==> src/rtl/cam_frame_vga_reader_if.sv <==
// Frame-RAM read port and VGA pin bundle for cam_frame_vga_reader.
// The master modport is the reader; the slave modport is the RAM and display side.
interface cam_frame_vga_reader_if;
  logic [7:0]  i_RAM_Data;
  logic [14:0] o_RAM_Adress;
  logic        o_RAM_Read_Enable;
  logic [3:0]  o_Red;
  logic [3:0]  o_Green;
  logic [3:0]  o_Blue;
  logic        o_HS;
  logic        o_VS;
  logic        o_Active;
  logic        o_Frame_Done;

  modport master (
    input  i_RAM_Data,
    output o_RAM_Adress, o_RAM_Read_Enable, o_Red, o_Green, o_Blue,
    output o_HS, o_VS, o_Active, o_Frame_Done
  );

  modport slave (
    output i_RAM_Data,
    input  o_RAM_Adress, o_RAM_Read_Enable, o_Red, o_Green, o_Blue,
    input  o_HS, o_VS, o_Active, o_Frame_Done
  );
endinterface

==> src/rtl/cam_frame_vga_reader.sv <==
// VGA timing generator that reads a small RGB332 frame buffer with nearest-neighbour
// upscaling and drives 4-bit-per-channel RGB plus active-low syncs.
module cam_frame_vga_reader #(
  parameter int unsigned CLK_DIV     = 4,
  parameter int unsigned H_ACTIVE    = 640,
  parameter int unsigned H_FP        = 16,
  parameter int unsigned H_SYNC      = 96,
  parameter int unsigned H_BP        = 48,
  parameter int unsigned V_ACTIVE    = 480,
  parameter int unsigned V_FP        = 10,
  parameter int unsigned V_SYNC      = 2,
  parameter int unsigned V_BP        = 33,
  parameter int unsigned IMG_W       = 160,
  parameter int unsigned SCALE_SHIFT = 2
) (
  input  logic                          i_Clk,
  input  logic                          i_Reset_n,
  input  logic                          i_Enable,
  cam_frame_vga_reader_if.master        io_Bus
);
  localparam int unsigned HTot = H_ACTIVE + H_FP + H_SYNC + H_BP;
  localparam int unsigned VTot = V_ACTIVE + V_FP + V_SYNC + V_BP;
  localparam int unsigned HW   = $clog2(HTot);
  localparam int unsigned VW   = $clog2(VTot);
  localparam int unsigned DW   = $clog2(CLK_DIV);
  localparam int unsigned AW   = 15;

  localparam logic [DW-1:0] DivLast = DW'(CLK_DIV - 1);
  localparam logic [HW-1:0] HLast   = HW'(HTot - 1);
  localparam logic [VW-1:0] VLast   = VW'(VTot - 1);
  localparam logic [HW-1:0] HAct    = HW'(H_ACTIVE);
  localparam logic [VW-1:0] VAct    = VW'(V_ACTIVE);
  localparam logic [HW-1:0] HsBeg   = HW'(H_ACTIVE + H_FP);
  localparam logic [HW-1:0] HsEnd   = HW'(H_ACTIVE + H_FP + H_SYNC);
  localparam logic [VW-1:0] VsBeg   = VW'(V_ACTIVE + V_FP);
  localparam logic [VW-1:0] VsEnd   = VW'(V_ACTIVE + V_FP + V_SYNC);

  logic [DW-1:0] r_div;
  logic [HW-1:0] r_h;
  logic [VW-1:0] r_v;
  logic          r_hs_raw, r_vs_raw, r_act_raw;
  logic          r_re, r_re_d, r_fd;
  logic [7:0]    r_pix;
  logic [AW-1:0] r_addr;
  logic [3:0]    r_red, r_grn, r_blu;
  logic          r_hs, r_vs, r_act;

  logic          w_tick, w_vis, w_hs_raw, w_vs_raw;
  logic [AW-1:0] w_addr;

  assign w_tick   = (r_div == DivLast);
  assign w_vis    = (r_h < HAct) && (r_v < VAct);
  assign w_hs_raw = !((r_h >= HsBeg) && (r_h < HsEnd));
  assign w_vs_raw = !((r_v >= VsBeg) && (r_v < VsEnd));
  // Constant-coefficient multiply; synthesis reduces it to shift-add.
  assign w_addr   = AW'(r_v >> SCALE_SHIFT) * AW'(IMG_W) + AW'(r_h >> SCALE_SHIFT);

  always_ff @(posedge i_Clk) begin
    if (!i_Reset_n || !i_Enable) begin
      r_div     <= '0;
      r_h       <= '0;
      r_v       <= '0;
      r_hs_raw  <= 1'b1;
      r_vs_raw  <= 1'b1;
      r_act_raw <= 1'b0;
      r_re      <= 1'b0;
      r_re_d    <= 1'b0;
      r_fd      <= 1'b0;
      r_pix     <= '0;
      r_red     <= '0;
      r_grn     <= '0;
      r_blu     <= '0;
      r_hs      <= 1'b1;
      r_vs      <= 1'b1;
      r_act     <= 1'b0;
      if (!i_Reset_n) r_addr <= '0;
    end else begin
      r_re   <= 1'b0;
      r_fd   <= 1'b0;
      r_re_d <= r_re;
      // RAM data is valid the clock after the read strobe; CLK_DIV >= 3 keeps this
      // capture ahead of the next tick.
      if (r_re_d) r_pix <= io_Bus.i_RAM_Data;
      r_div <= w_tick ? '0 : r_div + 1'b1;
      if (w_tick) begin
        if (r_h == HLast) begin
          r_h <= '0;
          r_v <= (r_v == VLast) ? '0 : r_v + 1'b1;
        end else begin
          r_h <= r_h + 1'b1;
        end
        if (w_vis) begin
          r_addr <= w_addr;
          r_re   <= 1'b1;
        end
        r_hs_raw  <= w_hs_raw;
        r_vs_raw  <= w_vs_raw;
        r_act_raw <= w_vis;
        r_fd      <= (r_h == HLast) && (r_v == VLast);
        r_hs      <= r_hs_raw;
        r_vs      <= r_vs_raw;
        r_act     <= r_act_raw;
        if (r_act_raw) begin
          r_red <= {r_pix[7:5], r_pix[7]};
          r_grn <= {r_pix[4:2], r_pix[4]};
          r_blu <= {r_pix[1:0], r_pix[1:0]};
        end else begin
          r_red <= '0;
          r_grn <= '0;
          r_blu <= '0;
        end
      end
    end
  end

  assign io_Bus.o_RAM_Adress      = r_addr;
  assign io_Bus.o_RAM_Read_Enable = r_re;
  assign io_Bus.o_Red             = r_red;
  assign io_Bus.o_Green           = r_grn;
  assign io_Bus.o_Blue            = r_blu;
  assign io_Bus.o_HS              = r_hs;
  assign io_Bus.o_VS              = r_vs;
  assign io_Bus.o_Active          = r_act;
  assign io_Bus.o_Frame_Done      = r_fd;
endmodule

==> src/flat_wrapper.sv <==
// flat-port wrapper written by rule: the top's interface ports become plain ports
module cam_frame_vga_reader_flat 
#(
  parameter int unsigned CLK_DIV     = 4,
  parameter int unsigned H_ACTIVE    = 640,
  parameter int unsigned H_FP        = 16,
  parameter int unsigned H_SYNC      = 96,
  parameter int unsigned H_BP        = 48,
  parameter int unsigned V_ACTIVE    = 480,
  parameter int unsigned V_FP        = 10,
  parameter int unsigned V_SYNC      = 2,
  parameter int unsigned V_BP        = 33,
  parameter int unsigned IMG_W       = 160,
  parameter int unsigned SCALE_SHIFT = 2
)
  (i_Clk, i_Reset_n, i_Enable, io_Bus_i_RAM_Data, io_Bus_o_RAM_Adress, io_Bus_o_RAM_Read_Enable, io_Bus_o_Red, io_Bus_o_Green, io_Bus_o_Blue, io_Bus_o_HS, io_Bus_o_VS, io_Bus_o_Active, io_Bus_o_Frame_Done);
  cam_frame_vga_reader_if io_Bus_i ();
  input  logic i_Clk;
  input  logic i_Reset_n;
  input  logic i_Enable;
  input wire logic [$bits(io_Bus_i.i_RAM_Data)-1:0] io_Bus_i_RAM_Data;
  output wire logic [$bits(io_Bus_i.o_RAM_Adress)-1:0] io_Bus_o_RAM_Adress;
  output wire logic [$bits(io_Bus_i.o_RAM_Read_Enable)-1:0] io_Bus_o_RAM_Read_Enable;
  output wire logic [$bits(io_Bus_i.o_Red)-1:0] io_Bus_o_Red;
  output wire logic [$bits(io_Bus_i.o_Green)-1:0] io_Bus_o_Green;
  output wire logic [$bits(io_Bus_i.o_Blue)-1:0] io_Bus_o_Blue;
  output wire logic [$bits(io_Bus_i.o_HS)-1:0] io_Bus_o_HS;
  output wire logic [$bits(io_Bus_i.o_VS)-1:0] io_Bus_o_VS;
  output wire logic [$bits(io_Bus_i.o_Active)-1:0] io_Bus_o_Active;
  output wire logic [$bits(io_Bus_i.o_Frame_Done)-1:0] io_Bus_o_Frame_Done;
  assign io_Bus_i.i_RAM_Data = io_Bus_i_RAM_Data;
  assign io_Bus_o_RAM_Adress = io_Bus_i.o_RAM_Adress;
  assign io_Bus_o_RAM_Read_Enable = io_Bus_i.o_RAM_Read_Enable;
  assign io_Bus_o_Red = io_Bus_i.o_Red;
  assign io_Bus_o_Green = io_Bus_i.o_Green;
  assign io_Bus_o_Blue = io_Bus_i.o_Blue;
  assign io_Bus_o_HS = io_Bus_i.o_HS;
  assign io_Bus_o_VS = io_Bus_i.o_VS;
  assign io_Bus_o_Active = io_Bus_i.o_Active;
  assign io_Bus_o_Frame_Done = io_Bus_i.o_Frame_Done;
  cam_frame_vga_reader #(.CLK_DIV(CLK_DIV), .H_ACTIVE(H_ACTIVE), .H_FP(H_FP), .H_SYNC(H_SYNC), .H_BP(H_BP), .V_ACTIVE(V_ACTIVE), .V_FP(V_FP), .V_SYNC(V_SYNC), .V_BP(V_BP), .IMG_W(IMG_W), .SCALE_SHIFT(SCALE_SHIFT)) u_core (.i_Clk(i_Clk), .i_Reset_n(i_Reset_n), .i_Enable(i_Enable), .io_Bus(io_Bus_i));
endmodule
==> config.mk <==
export PLATFORM = sky130hd
export DESIGN_NAME = cam_frame_vga_reader_flat
export DESIGN_NICKNAME = d
export VERILOG_FILES = /design/src/rtl/cam_frame_vga_reader_if.sv /design/src/rtl/cam_frame_vga_reader.sv /design/src/flat_wrapper.sv
export SDC_FILE = /design/constraint.sdc
export NUM_CORES = 1
export LEC_CHECK = 0
export BUFFER_PORTS_ARGS = -buffer_cell sky130_fd_sc_hd__buf_4
export CAP_MARGIN = 20
export CORE_ASPECT_RATIO = 1.5
export CORE_MARGIN = 3
export CORE_UTILIZATION = 40
export CTS_CLUSTER_DIAMETER = 150
export DETAILED_ROUTE_END_ITERATION = 6
export HOLD_SLACK_MARGIN = 0.02
export MAX_ROUTING_LAYER = met4
export PLACE_DENSITY = 0.63
export SYNTH_ARGS = -nofsm -noshare
export SYNTH_HDL_FRONTEND = slang
export SYNTH_SLANG_ARGS = --single-unit
==> constraint.sdc <==
create_clock -name i_Clk -period 4.8 [get_ports i_Clk]
set_input_delay 0.24 -clock i_Clk [delete_from_list [all_inputs] [get_ports i_Clk]]
set_output_delay 0.24 -clock i_Clk [all_outputs]
set_load 0.01 [all_outputs]
# Word-level counts from Yosys, hierarchy flattened
# Cells that the tools add are included.
dict set report classes {
  n_eq_ne 4
  n_mux 10
  bitwise 1
  addsub 4
  magnitude_cmp 6
  n_reduce_logical 15
  n_shift 0
  n_mul 1
  n_div 0
}
# cell count
set op_table {}
lappend op_table {{$mux W15} 4}
lappend op_table {{$add A10 B1 Y10 const B} 2}
lappend op_table {{$eq A10 B10 Y1 const B} 2}
lappend op_table {{$lt A10 B10 Y1 const B} 2}
lappend op_table {{$lt A10 B9 Y1 const B} 2}
lappend op_table {{$mux W10} 2}
lappend op_table {{$add A15 B8 Y15} 1}
lappend op_table {{$mux W4} 3}
lappend op_table {{$ge A10 B10 Y1 const B} 1}
lappend op_table {{$ge A10 B9 Y1 const B} 1}
lappend op_table {{$mul A8 B3 Y10 const B} 1}
lappend op_table {{$logic_and A1 B1 Y1} 4}
lappend op_table {{$logic_not A1 Y1} 4}
lappend op_table {{$reduce_bool A2 Y1} 2}
lappend op_table {{$reduce_or A2 Y1} 2}
lappend op_table {{$reduce_and A3 Y1} 1}
lappend op_table {{$add A2 B1 Y2 const B} 1}
lappend op_table {{$eq A2 B2 Y1 const B} 1}
lappend op_table {{$ne A2 B2 Y1 const B} 1}
lappend op_table {{$reduce_and A2 Y1} 1}
lappend op_table {{$logic_or A1 B1 Y1} 1}
lappend op_table {{$mux W1} 1}
lappend op_table {{$not A1 Y1} 1}
dict set report word_totals {
  ramBits 0
  rom_bits 0
  regBits 66
  elab_cells 58
  latch_bits 0
  inputBits 11
  out_inout_bits 32
  mem_count 0
}

# Longest topological paths before layout
# Gate-level depths: netlist of the first run.
dict set report depth {
  depth_word 5
  mapped_depth 8
  mapped_depth_nobuf 8
}

# Least setup slack after synthesis of the first run
# No wires, ideal clock.
dict set report synth_path {
  path_kind {flip-flop to flip-flop}
  start {register u_core.r_v[5]}
  end {register u_core.r_addr[14] (netlist: u_core.io_Bus.o_RAM_Adress[14]), data pin}
  setup_ns 0.147
  arrival_ns 2.638
  n_path_buf 0
  stages_incl_launch_ff 9
  required_ns 4.653
  setup_slack_ns 2.016
  synth_period_minus_slack_ns 2.784
  cell_sequence {dfxtp_1 ha_1 ha_1 fa_1 nand2_1 nor2_1 or4b_4 or4_1 a21oi_1}
}
dict set report synth_via {
  elab_chain_cells 5
}
# element line
set synth_lines {}
lappend synth_lines {{start, declared} cam_frame_vga_reader.sv:40} ;# logic [VW-1:0] r_v;
lappend synth_lines {{start signal, assigned} cam_frame_vga_reader.sv:88} ;# r_v <= (r_v == VLast) ? '0 : r_v + 1'b1;
lappend synth_lines {{$mul A8 B3 Y10} cam_frame_vga_reader.sv:56} ;# assign w_addr = AW'(r_v >> SCALE_SHIFT) * AW'(IMG_W) + AW'(r_h >> SCALE_SHIFT);
lappend synth_lines {{$add A15 B8 Y15} cam_frame_vga_reader.sv:56}
lappend synth_lines {{$mux W15} cam_frame_vga_reader.sv:92} ;# if (w_vis) begin
lappend synth_lines {{$mux W15} cam_frame_vga_reader.sv:85} ;# if (w_tick) begin
lappend synth_lines {{$mux W15} cam_frame_vga_reader.sv:59} ;# if (!i_Reset_n || !i_Enable) begin
lappend synth_lines {{end signal, assigned} cam_frame_vga_reader.sv:93} ;# r_addr <= w_addr;
lappend synth_lines {{end, declared} cam_frame_vga_reader.sv:44} ;# logic [AW-1:0] r_addr;
# No other way between the ends. The select of a mux whose other input is x is not followed.
# A chain may end at the register's enable or synchronous reset.

# Worst setup path in the final report of the first run
# Ends and elaborated chain as after synthesis.

==> flow_summary_export.csv, run 1 <==
group,metric,value,unit
clock_tree,ctsHoldBuffers,0,
routing,drt_wl_total,5.85,mm
logic_synthesis,yosys_warnings,0,
timing,setup_ws,1.84,ns
clock_tree,clock_path_buffers,2,
clock_tree,cts_tree,"yes",
die,start_util,41.6,%
routing,ant_nets,0,
logic_synthesis,synth_cell_types,44,
logic_synthesis,ys_seq_elements,62,
place,place.detailed.hpwl,4.32,mm
place,placed_cells,442,
power_and_ir_drop,p_per_area,276,nW/um^2
die,io-pin-count,43,
worst_setup_path,critPathMaxStageDelay,0.49,ns
global_routing,grt_first_pass_wirelength,10.0,mm
logic_synthesis,avgSynthCellArea,9.74,um^2
worst_setup_path,crit_top_cell,"ha_1",
worst_setup_path,crit_fanout,7,
routing,vias,2314,
worst_setup_path,crit_required,4.98,ns
routing,vias_per_cell,5.05,
logic_synthesis,yosysSeqAreaShare,45.6,%
worst_setup_path,endpoint_kind,"flop",
cells_and_area,antennaDiodeCount,0,
worst_setup_path,start_kind,"flop",
worst_setup_path,crit_slowest_cell,"or4b_4",
worst_setup_path,path_delay_family,"simple AND/OR/NAND/NOR gates",
global_routing,globalRouteOverflowTotal,0,
power_and_ir_drop,finalPower,1.00,mW
die,coreArea,7320,um^2
job,max_cap_violations,0,
worst_setup_path,crit_arrival,3.14,ns
routing,wl_per_cell,12.8,um
timing,fmaxAchievable,0.338,GHz
logic_synthesis,synthCells,313,
place,pre_cts_slack,1.88,ns
logic_synthesis,synth_ff_type,"dfxtp_1",
timing,setup_viol,0,
timing,final-max-slew-violation-count,0,
worst_setup_path,path_buf_inv,0,
global_routing,antenna_found_initial,0,
global_routing,grt_max_degree,29,
timing,fin_skew,0.00938,ns
cells_and_area,stdcell_count,458,
die,fp.dieW,77.3,um
global_routing,grt_usage,14.6,%
logic_synthesis,synth_edf_count,15,
clock_tree,numCtsBuffers,9,
clock_tree,htreeDepth,3,
routing,dr.pass1.iters,4,
global_routing,grt_pass1_vias,2213,
place,port_buffers,42,
cells_and_area,fillCellCount,728,
clock_tree,path_clk_slew,0.07,ns
clock_tree,post-cts-setup-buffers,0,
die,num_rows,38,
logic_synthesis,async_reset_ff_share,0,%
worst_setup_path,crit_type,"reg -> reg",
timing,fin_crit_sh,61.6,%
timing,fin_crit,2.96,ns
power_and_ir_drop,p_leak,1.45,nW
cells_and_area,area_growth,19.5,%
timing,setup_tns,0,ns
logic_synthesis,synth_nets,347,
timing,finalHoldViolCount,0,
die,die_y,113,um
worst_setup_path,rrSetupSlack,1.84,ns
timing,max_slew_margin,59.0,%
logic_synthesis,synthesis.area,3050,um^2
clock_tree,ctsResizeCount,0,
worst_hold_path,hp-class,"in -> reg",
die,die-area,8730,um^2
timing,grt_setup_unrepaired,"no",
cells_and_area,fin_util,49.7,%
routing,drt_iter0_drc,161,
worst_setup_path,crit_chain,"ha_1 > ha_1 > fa_1 > xnor2_1 > nor2_1 > or4b_4 > or4_1 > a21oi_1",
power_and_ir_drop,peakVddDrop,114,uV
routing,drcViolationCount,0,
clock_tree,cts_root_buf,"clkbuf_8",
cells_and_area,fin_nets,387,
run_status,run_status,"completed",
clock_tree,clock_latency,0.33,ns
place,gp_congestion,0.808,
clock_tree,clock-sinks,62,
cells_and_area,drive_above_1_share,17.6,%
timing,tightest_slew,0.615,ns
layout by cell type, fill, tap and decap left out, types with 3 or more instances in the layout:
master | netlist | layout
inv_1 | 10 | 10
ha_1 | 21 | 21
nand3_1 | 13 | 13
xor2_1 | 16 | 16
nor3_1 | 5 | 5
xnor2_1 | 9 | 9
and2_1 | 3 | 3
mux2i_1 | 12 | 12
nor3b_1 | 4 | 4
clkbuf_8 | 0 | 9
nor2_1 | 43 | 43
nand2_1 | 14 | 14
o21ai_0 | 7 | 6
nand4_1 | 11 | 11
and3_1 | 12 | 12
nor2b_1 | 3 | 3
edfxtp_1 | 15 | 15
buf_4 | 4 | 45
a21oi_1 | 13 | 13
dfxtp_1 | 47 | 47
clkbuf_1 | 12 | 3
nand2b_1 | 11 | 11
synthesized netlist by cell type, types with 3 or more instances:
cell type   n  area, um^2
nor2b_1     3        18.8
nand2_1    14        52.6
buf_4       4        30.0
nor3b_1     4        30.0
o21ai_0     7        35.0
dfxtp_1    47         941
edfxtp_1   15         450
xnor2_1     9        78.8
mux2i_1    12         120
inv_1      10        37.5
a21oi_1    13        65.1
nor3_1      5        25.0
nand3_1    13        65.1
ha_1       21         263
and3_1     12        75.1
nor2_1     43         161
and2_1      3        18.8
clkbuf_1   12        45.0
xor2_1     16         140
nand4_1    11        68.8
nand2b_1   11        68.8
state kept, by name, summed over array words and instances, names as in the netlist, 2 cells and up:
| signal | count |
|---|---|
| u_core.io_Bus.o_Blue | 2 |
| u_core.io_Bus.o_Green | 3 |
| u_core.r_v | 10 |
| u_core.r_pix | 8 |
| u_core.r_div | 2 |
| u_core.io_Bus.o_Red | 3 |
| u_core.r_h | 10 |
| u_core.io_Bus.o_RAM_Adress | 15 |
worst paths after layout:
kind	start	end	cells after the start
max	u_core.r_v[5]$_SDFFE_PP0P_	u_core.io_Bus.o_RAM_Adress[14]$_SDFFCE_PP0P_	8
min	io_Bus_i_RAM_Data[5]	u_core.r_pix[5]$_SDFFE_PP0P_	3
max reg2reg	u_core.r_v[5]$_SDFFE_PP0P_	u_core.io_Bus.o_RAM_Adress[14]$_SDFFCE_PP0P_	8
min reg2reg	u_core.r_div[0]$_SDFF_PP0_	u_core.r_div[0]$_SDFF_PP0_	1
layer usage:
metal	up-vias	track usage [%]	wire length, um
met2	42	23.9	2970
met3	7	2.47	189
met5	-	-	0
met1	1085	17.0	2580
met4	0	8.31	116
li1	1180	-	-
kinds of logic after synthesis:
family                   count (synthesis)  share of synthesized area, %
XOR/XNOR                                25                          7.18
buffers and inverters                   27                          3.82
AND/OR/NAND/NOR                        126                          21.2
adder cells (fa/ha/maj)                 23                          9.93
flip-flops                              62                          45.6
multiplexers                            12                          3.94
AO/OA/AOI/OAI                           38                          8.33
where the power goes:
| group | internal, mW | switching, mW |
|---|---|---|
| sequential | 0.539 | 0.00197 |
| clock | 0.239 | 0.189 |
| combinational | 0.0158 | 0.0191 |
worst register-to-register path: stages, from the launching register on:
cell and delay, ns:
dfxtp_1 0.44, ha_1 0.28, ha_1 0.24, fa_1 0.41, xnor2_1 0.17, nor2_1 0.14, or4b_4 0.49, or4_1 0.48
a21oi_1 0.15
cell type report:
cell class / instances / area [um^2] / share of cell area [%]
repair buffers: 46 / 365 / 10.0
flip-flops and latches: 62 / 1390 / 38.2
inverters: 10 / 37.5 / 1.03
clock inverters: 4 / 46.3 / 1.27
well taps: 100 / 125 / 3.44
clock buffers: 12 / 135 / 3.71
multi-input cells: 224 / 1540 / 42.3
through the flow:
step / area [um^2] / hold slack [ns]
floorplan: 3050 / 0.387
global placement: 3430 / 0.416
detailed placement: 3460 / 0.426
CTS: 3640 / 0.122
global route: 3640 / 0.142
finish: 3640 / 0.142
(Power assumes the default switching activity.)
==> run 2: changes to the inputs <==
--- a/config.mk
+++ b/config.mk
@@ -14,7 +14,7 @@
 export DETAILED_ROUTE_END_ITERATION = 6
 export HOLD_SLACK_MARGIN = 0.02
 export MAX_ROUTING_LAYER = met4
-export PLACE_DENSITY = 0.63
+export PLACE_DENSITY = 0.65
 export SYNTH_ARGS = -nofsm -noshare
 export SYNTH_HDL_FRONTEND = slang
 export SYNTH_SLANG_ARGS = --single-unit
==> constraint.sdc (replaced) <==
create_clock -name i_Clk -period 2.44 [get_ports i_Clk]
set_input_delay 0.122 -clock i_Clk [delete_from_list [all_inputs] [get_ports i_Clk]]
set_output_delay 0.122 -clock i_Clk [all_outputs]
set_load 0.01 [all_outputs]
==> run 2 against run 1 <==
Effect of this change: the flow now finishes with violations (setup timing); core utilization rose by 6.2 points; count of clock-buffer cells in the layout down 2; register-to-register slack lost 2.1 ns; via count up 7.8%; largest power group unchanged; clock skew grew 0.0034 ns; total power rose by 97%; non-clock buffer count is 39 higher; critical path type unchanged; first-iteration DRC count is 8.7% higher; worst hold slack worse by 0.11 ns; sequential power increased by 96%.
==> flow_summary_export.csv, run 2 (same netlist as run 1, synthesis figures left out) <==
group,metric,value,unit
run_status,run_status,"complete, but fails checks",
run_status,violations,"setup timing",
worst_setup_path,crit_fanout,3,
worst_setup_path,crit_slowest_cell,"fa_2",
clock_tree,path_clk_slew,0.07,ns
clock_tree,clock-sinks,62,
global_routing,antenna_found_initial,0,
timing,fmaxAchievable,0.372,GHz
place,pre_cts_slack,-0.209,ns
timing,tightest_slew,0.455,ns
place,gp_congestion,0.835,
worst_setup_path,crit_end,"u_core.io_Bus.o_RAM_Adress[14]$_SDFFCE_PP0P_",
timing,fin_skew,0.0128,ns
die,die-area,8730,um^2
worst_setup_path,crit_top_cell,"ha_4",
worst_setup_path,path_buf_inv,0,
timing,fin_crit_sh,110,%
routing,drt_wl_total,6.53,mm
place,port_buffers,42,
routing,vias,2495,
routing,drt_iter0_drc,175,
power_and_ir_drop,finalPower,1.98,mW
worst_setup_path,crit_chain,"ha_4 > ha_4 > fa_2 > nand2_2 > nor2_2 > or4b_4 > or4_4 > a21oi_2",
cells_and_area,stdcell_count,497,
die,io-pin-count,43,
worst_setup_path,crit_start,"u_core.r_v[5]$_SDFFE_PP0P_",
die,coreArea,7320,um^2
cells_and_area,final_cell_mix,"75 x buf_4, 43 x dfxtp_1, 42 x nor2_1, 16 x xor2_1, 16 x ha_1",
power_and_ir_drop,p_leak,1.63,nW
job,max_cap_violations,0,
global_routing,grt_max_degree,33,
cells_and_area,area_growth,34.4,%
worst_setup_path,regToRegStartpoint,"u_core.r_v[5]$_SDFFE_PP0P_",
die,die_y,113,um
global_routing,grt_first_pass_wirelength,10.9,mm
global_routing,use_met2,27.5,%
worst_setup_path,crit_required,2.64,ns
place,place.detailed.hpwl,4.63,mm
clock_tree,cts_root_buf,"clkbuf_8",
place,dpl_cell_area,3660,um^2
worst_setup_path,rrSetupSlack,-0.25,ns
worst_setup_path,cp.depth,8,
timing,whs,0.0332,ns
timing,fin_crit,2.69,ns
cells_and_area,fin_util,56.0,%
place,placed_cells,467,
clock_tree,numCtsBuffers,9,
global_routing,grt_pass1_vias,2432,
global_routing,grtUsageMet3,3.26,%
worst_setup_path,crit_type,"reg -> reg",
clock_tree,clock_path_buffers,2,
timing,finalHoldViolCount,0,
global_routing,globalRouteOverflowTotal,0,
power_and_ir_drop,p_per_area,483,nW/um^2
die,start_util,41.6,%
worst_setup_path,crit_arrival,2.89,ns
cells_and_area,final_common_cell,"buf_4",
worst_setup_path,r2r_cells,8,
global_routing,grt_usage,15.9,%
timing,setup_viol,2,
global_routing,grt_use_met1,17.2,%
routing,dr.pass1.iters,5,
worst_setup_path,critPathMaxStageDelay,0.55,ns
routing,drcViolationCount,0,
worst_setup_path,r2r_end,"u_core.io_Bus.o_RAM_Adress[14]$_SDFFCE_PP0P_",
die,num_rows,38,
routing,ant_nets,0,
timing,setup_tns,-0.384,ns
clock_tree,clock_latency,0.35,ns
power_and_ir_drop,peakVddDrop,259,uV
timing,max_slew_margin,69.6,%
routing,wl_per_cell,13.1,um
clock_tree,cts_tree,"yes",
worst_setup_path,endpoint_kind,"flop",
worst_hold_path,hp-class,"in -> reg",
clock_tree,htreeDepth,3,
cells_and_area,largest_reg_flops,15,
timing,grt_setup_unrepaired,"yes",
timing,final-max-slew-violation-count,0,
global_routing,top_usage_layer,"met2",
die,fp.dieW,77.3,um
cells_and_area,drive_above_1_share,30.2,%
routing,vias_per_cell,5.02,
timing,setup_ws,-0.250,ns
cells_and_area,antennaDiodeCount,0,
worst_setup_path,path_delay_family,"simple AND/OR/NAND/NOR gates",
cells_and_area,fin_nets,426,
cells_and_area,final_area,4100,um^2
worst_setup_path,start_kind,"flop",
-- run 2: changes by cell type in the layout (fill, tap and decap cells not counted), moves of 4 or more --
| cell | change |
|---|---|
| buf_4 | +30 |
| dfxtp_1 | -4 |
| dlygate4sd3_1 | +7 |
| ha_1 | -5 |
-- run 2: cell type report --
type	instances	area, um^2
Clock buffer	10	149
Multi-Input combinational cell	224	1680
Inverter	10	37.5
Tap cell	100	125
Clock inverter	6	42.5
Fill cell	670	3220
Sequential cell	62	1400
Timing Repair Buffer	85	667
-- run 2: power by group --
| part | switching [mW] | internal, mW |
|---|---|---|
| clock | 0.408 | 0.431 |
| sequential | 0.00374 | 1.06 |
| combinational | 0.0396 | 0.0370 |
-- run 2: routing by layer --
layer / share of wire (%) / wire, um
met1: 43 / 2780
met5: 0 / 0
met4: 2.2 / 144
met3: 3.3 / 213
met2: 52 / 3390
-- run 2: worst min-delay path: stages --
cell and delay, ns:
buf_4 0.08, mux2i_1 0.05, nor2_1 0.09
-- run 2: repair_timing --
item / CTS / global route
gates resized for setup: 7 / 19
buffers inserted: 5 / 4
endpoints found under the hold margin: 7 / 0
hold buffers: 7 / 0
pin swaps: 3 / 7
endpoints found under the setup margin: 3 / 4
-- run 2: worst min path at each step --
| stage | cells past startpoint | to | startpoint | slack, ns |
|---|---|---|---|---|
| after floorplan | 2 | u_core.r_pix[3]$_SDFFE_PP0P_ | io_Bus_i_RAM_Data[3] | 0.27 |
| after global placement | 3 | u_core.r_pix[2]$_SDFFE_PP0P_ | io_Bus_i_RAM_Data[2] | 0.36 |
| after detailed placement | 3 | u_core.r_pix[6]$_SDFFE_PP0P_ | io_Bus_i_RAM_Data[6] | 0.37 |
| after CTS | 3 | u_core.r_pix[0]$_SDFFE_PP0P_ | io_Bus_i_RAM_Data[0] | 0.02 |
| after global routing | 3 | u_core.r_pix[0]$_SDFFE_PP0P_ | io_Bus_i_RAM_Data[0] | 0.04 |
| final | 3 | u_core.r_pix[0]$_SDFFE_PP0P_ | io_Bus_i_RAM_Data[0] | 0.03 |
==> run 3: changes to the inputs <==
--- a/config.mk
+++ b/config.mk
@@ -5,6 +5,7 @@
 export SDC_FILE = /design/constraint.sdc
 export NUM_CORES = 1
 export LEC_CHECK = 0
+export ABC_AREA = 1
 export BUFFER_PORTS_ARGS = -buffer_cell sky130_fd_sc_hd__buf_4
 export CAP_MARGIN = 20
 export CORE_ASPECT_RATIO = 1.5
==> run 3 against run 2 <==
Effect of this change: the run now ends clean; synthesized cell count rose by 23%; first-iteration DRC count rose by 11%; worst hold slack improved by 0.022 ns.
==> flow_summary_export.csv, run 3 <==
group,metric,value,unit
power_and_ir_drop,finalPower,2.35,mW
clock_tree,clock_path_buffers,2,
logic_synthesis,yosys_warnings,0,
routing,ant_nets,0,
cells_and_area,antennaDiodeCount,0,
routing,drt_wl_total,7.24,mm
power_and_ir_drop,peakVddDrop,399,uV
timing,setup_viol,0,
routing,dr.pass1.iters,4,
die,io-pin-count,43,
clock_tree,numCtsBuffers,9,
global_routing,antenna_found_initial,0,
logic_synthesis,async_reset_ff_share,0,%
die,coreArea,7660,um^2
global_routing,grt_pass1_vias,2616,
clock_tree,clock-sinks,62,
place,port_buffers,42,
clock_tree,htreeDepth,3,
cells_and_area,seq_area,1400,um^2
routing,drt_iter0_drc,195,
run_status,run_status,"completed",
cells_and_area,fillCellCount,756,
place,place.detailed.hpwl,5.31,mm
routing,vias_per_cell,5.06,
global_routing,grt_first_pass_wirelength,11.8,mm
power_and_ir_drop,p_per_area,597,nW/um^2
logic_synthesis,synthTopCellsByArea,"dfxtp_1 30%, edfxtp_1 14%, nand2_1 8.6%",
die,die-area,9070,um^2
logic_synthesis,avgSynthCellArea,8.25,um^2
worst_setup_path,crit_arrival,2.42,ns
global_routing,grt_max_degree,21,
worst_setup_path,crit_type,"reg -> reg",
worst_setup_path,crit_chain,"ha_4 > ha_4 > fa_2 > nand2_1 > inv_1 > nand4_1 > nand2_1 > inv_1 > nor2_2 > nand3_1 > nor2_1 > nor2_1",
logic_synthesis,synthesis.area,3180,um^2
timing,fin_skew,0.00733,ns
worst_setup_path,endpoint_kind,"flop",
job,max_cap_violations,0,
cells_and_area,multi_input_area,1550,um^2
worst_setup_path,crit_fanout,3,
logic_synthesis,yosysSeqAreaShare,43.8,%
die,fp.dieW,78.8,um
routing,m1WireLength,2.83,mm
worst_setup_path,regToRegStartpoint,"u_core.r_v[5]$_SDFFE_PP0P_",
logic_synthesis,synth_top_area_share,29.6,%
global_routing,grt_usage,17.2,%
worst_setup_path,start_kind,"flop",
timing,fmaxAchievable,0.427,GHz
logic_synthesis,synth_nets,419,
worst_setup_path,critPathMaxStageDelay,0.59,ns
timing,fin_crit_sh,96.1,%
logic_synthesis,synth_common_cells,"73 x nand2_1, 47 x dfxtp_1, 47 x inv_1, 29 x a21oi_1, 29 x nor2_1",
logic_synthesis,yosysMostFrequentCell,"nand2_1",
routing,wl_per_cell,13.3,um
routing,vias,2748,
timing,max_slew_margin,56.1,%
logic_synthesis,yosysTopAreaCell,"dfxtp_1",
logic_synthesis,synth_cell_types,38,
timing,final-max-slew-violation-count,0,
cells_and_area,final_common_cell,"nand2_1",
routing,wl_met3,253,um
cells_and_area,area_growth,23.9,%
timing,fin_crit,2.34,ns
global_routing,globalRouteOverflowTotal,0,
timing,setup_tns,0,ns
worst_hold_path,hp-class,"in -> reg",
timing,finalHoldViolCount,0,
clock_tree,cts_tree,"yes",
cells_and_area,final_cell_mix,"73 x nand2_1, 51 x buf_4, 47 x inv_1, 44 x dfxtp_1",
clock_tree,cts_root_buf,"clkbuf_16",
worst_hold_path,min_from,"io_Bus_i_RAM_Data[3]",
timing,tightest_slew,0.657,ns
power_and_ir_drop,p_leak,1.64,nW
routing,drcViolationCount,0,
logic_synthesis,synth_ff_type,"dfxtp_1",
worst_setup_path,crit_slowest_cell,"fa_2",
timing,grt_setup_unrepaired,"no",
worst_setup_path,crit_start,"u_core.r_v[5]$_SDFFE_PP0P_",
cells_and_area,drive_above_1_share,22.2,%
die,start_util,41.5,%
die,die_y,115,um
worst_setup_path,crit_required,2.52,ns
die,num_rows,39,
cells_and_area,largest_reg_flops,15,
place,gp_congestion,0.897,
logic_synthesis,synth_edf_count,15,
cells_and_area,fin_nets,470,
routing,maxUsedRoutingLayer,"met4",
clock_tree,clock_latency,0.33,ns
logic_synthesis,synthCells,385,
logic_synthesis,ys_seq_elements,62,
routing,dr_wl_met2,4.06,mm
clock_tree,path_clk_slew,0.05,ns
==> run 3: repair_timing <==
action	in CTS	in global routing
setup buffers	0	1
hold buffers	0	0
gates resized for setup	0	8
setup endpoints to repair	0	2
==> run 3: final cells by class <==
| type | count | area share [%] |
|---|---|---|
| clock buffers | 13 | 6.90 |
| clock inverters | 3 | 0.445 |
| inverters | 51 | 4.86 |
| multi-input cells | 261 | 39.4 |
| flip-flops and latches | 62 | 35.4 |
| well taps | 102 | 3.24 |
| repair buffers | 51 | 9.72 |
==> run 3: power breakdown <==
group	switching [mW]	internal, mW	leakage (nW)	total, mW
registers	0.00343	1.06	0.535	1.07
logic	0.0396	0.0277	0.966	0.0674
clock network	0.443	0.773	0.141	1.22
total	0.486	1.86	1.64	2.35
==> run 3: cells by family (layout without fill, tap and decap cells) <==
kind of cell / Yosys count / after routing / share of synthesized area [%]
adder cells (fa/ha/maj): 23 / 23 / 9.53
buffers and inverters: 62 / 118 / 8.35
AO/OA/AOI/OAI: 65 / 65 / 11.6
flip-flops: 62 / 62 / 43.8
XOR/XNOR: 5 / 5 / 1.61
AND/OR/NAND/NOR: 168 / 168 / 25.2
==> run 3: metrics by stage <==
stage	hold WS, ns	worst slack [ns]	util, %	std cells	area [um^2]
finish	0.0550	0.0954	51.4	543	3940
global route	0.0622	0.00806	51.4	543	3940
CTS	0.0471	0.0281	50.9	542	3900
detailed placement	0.392	0.0665	47.1	526	3610
global placement	0.375	0.151	47.1	526	3610
floorplan	0.251	0.118	-	385	3180
==> run 3: metal layers <==
metal  global-route usage [%]  vias up
met1                     17.5     1289
met5                        -        -
met3                     3.29       10
li1                         -     1391
met4                     7.58        0
met2                     31.5       58
==> run 3: final timing paths <==
kind         cells after the start                                           end  slack, ns
max                             12  u_core.io_Bus.o_RAM_Adress[14]$_SDFFCE_PP0P_        0.1
min                              3                  u_core.r_pix[3]$_SDFFE_PP0P_       0.06
max reg2reg                     12  u_core.io_Bus.o_RAM_Adress[14]$_SDFFCE_PP0P_        0.1
min reg2reg                      1                    u_core.r_div[0]$_SDFF_PP0_       0.43
==> run 3: worst max-delay path: cells and delay by family, from the launching register on <==
family        cells  cell delay (ns)
buf+inv           2             0.12
flops             1             0.36
simple gates      7             0.64
fa+ha+maj         3             0.98
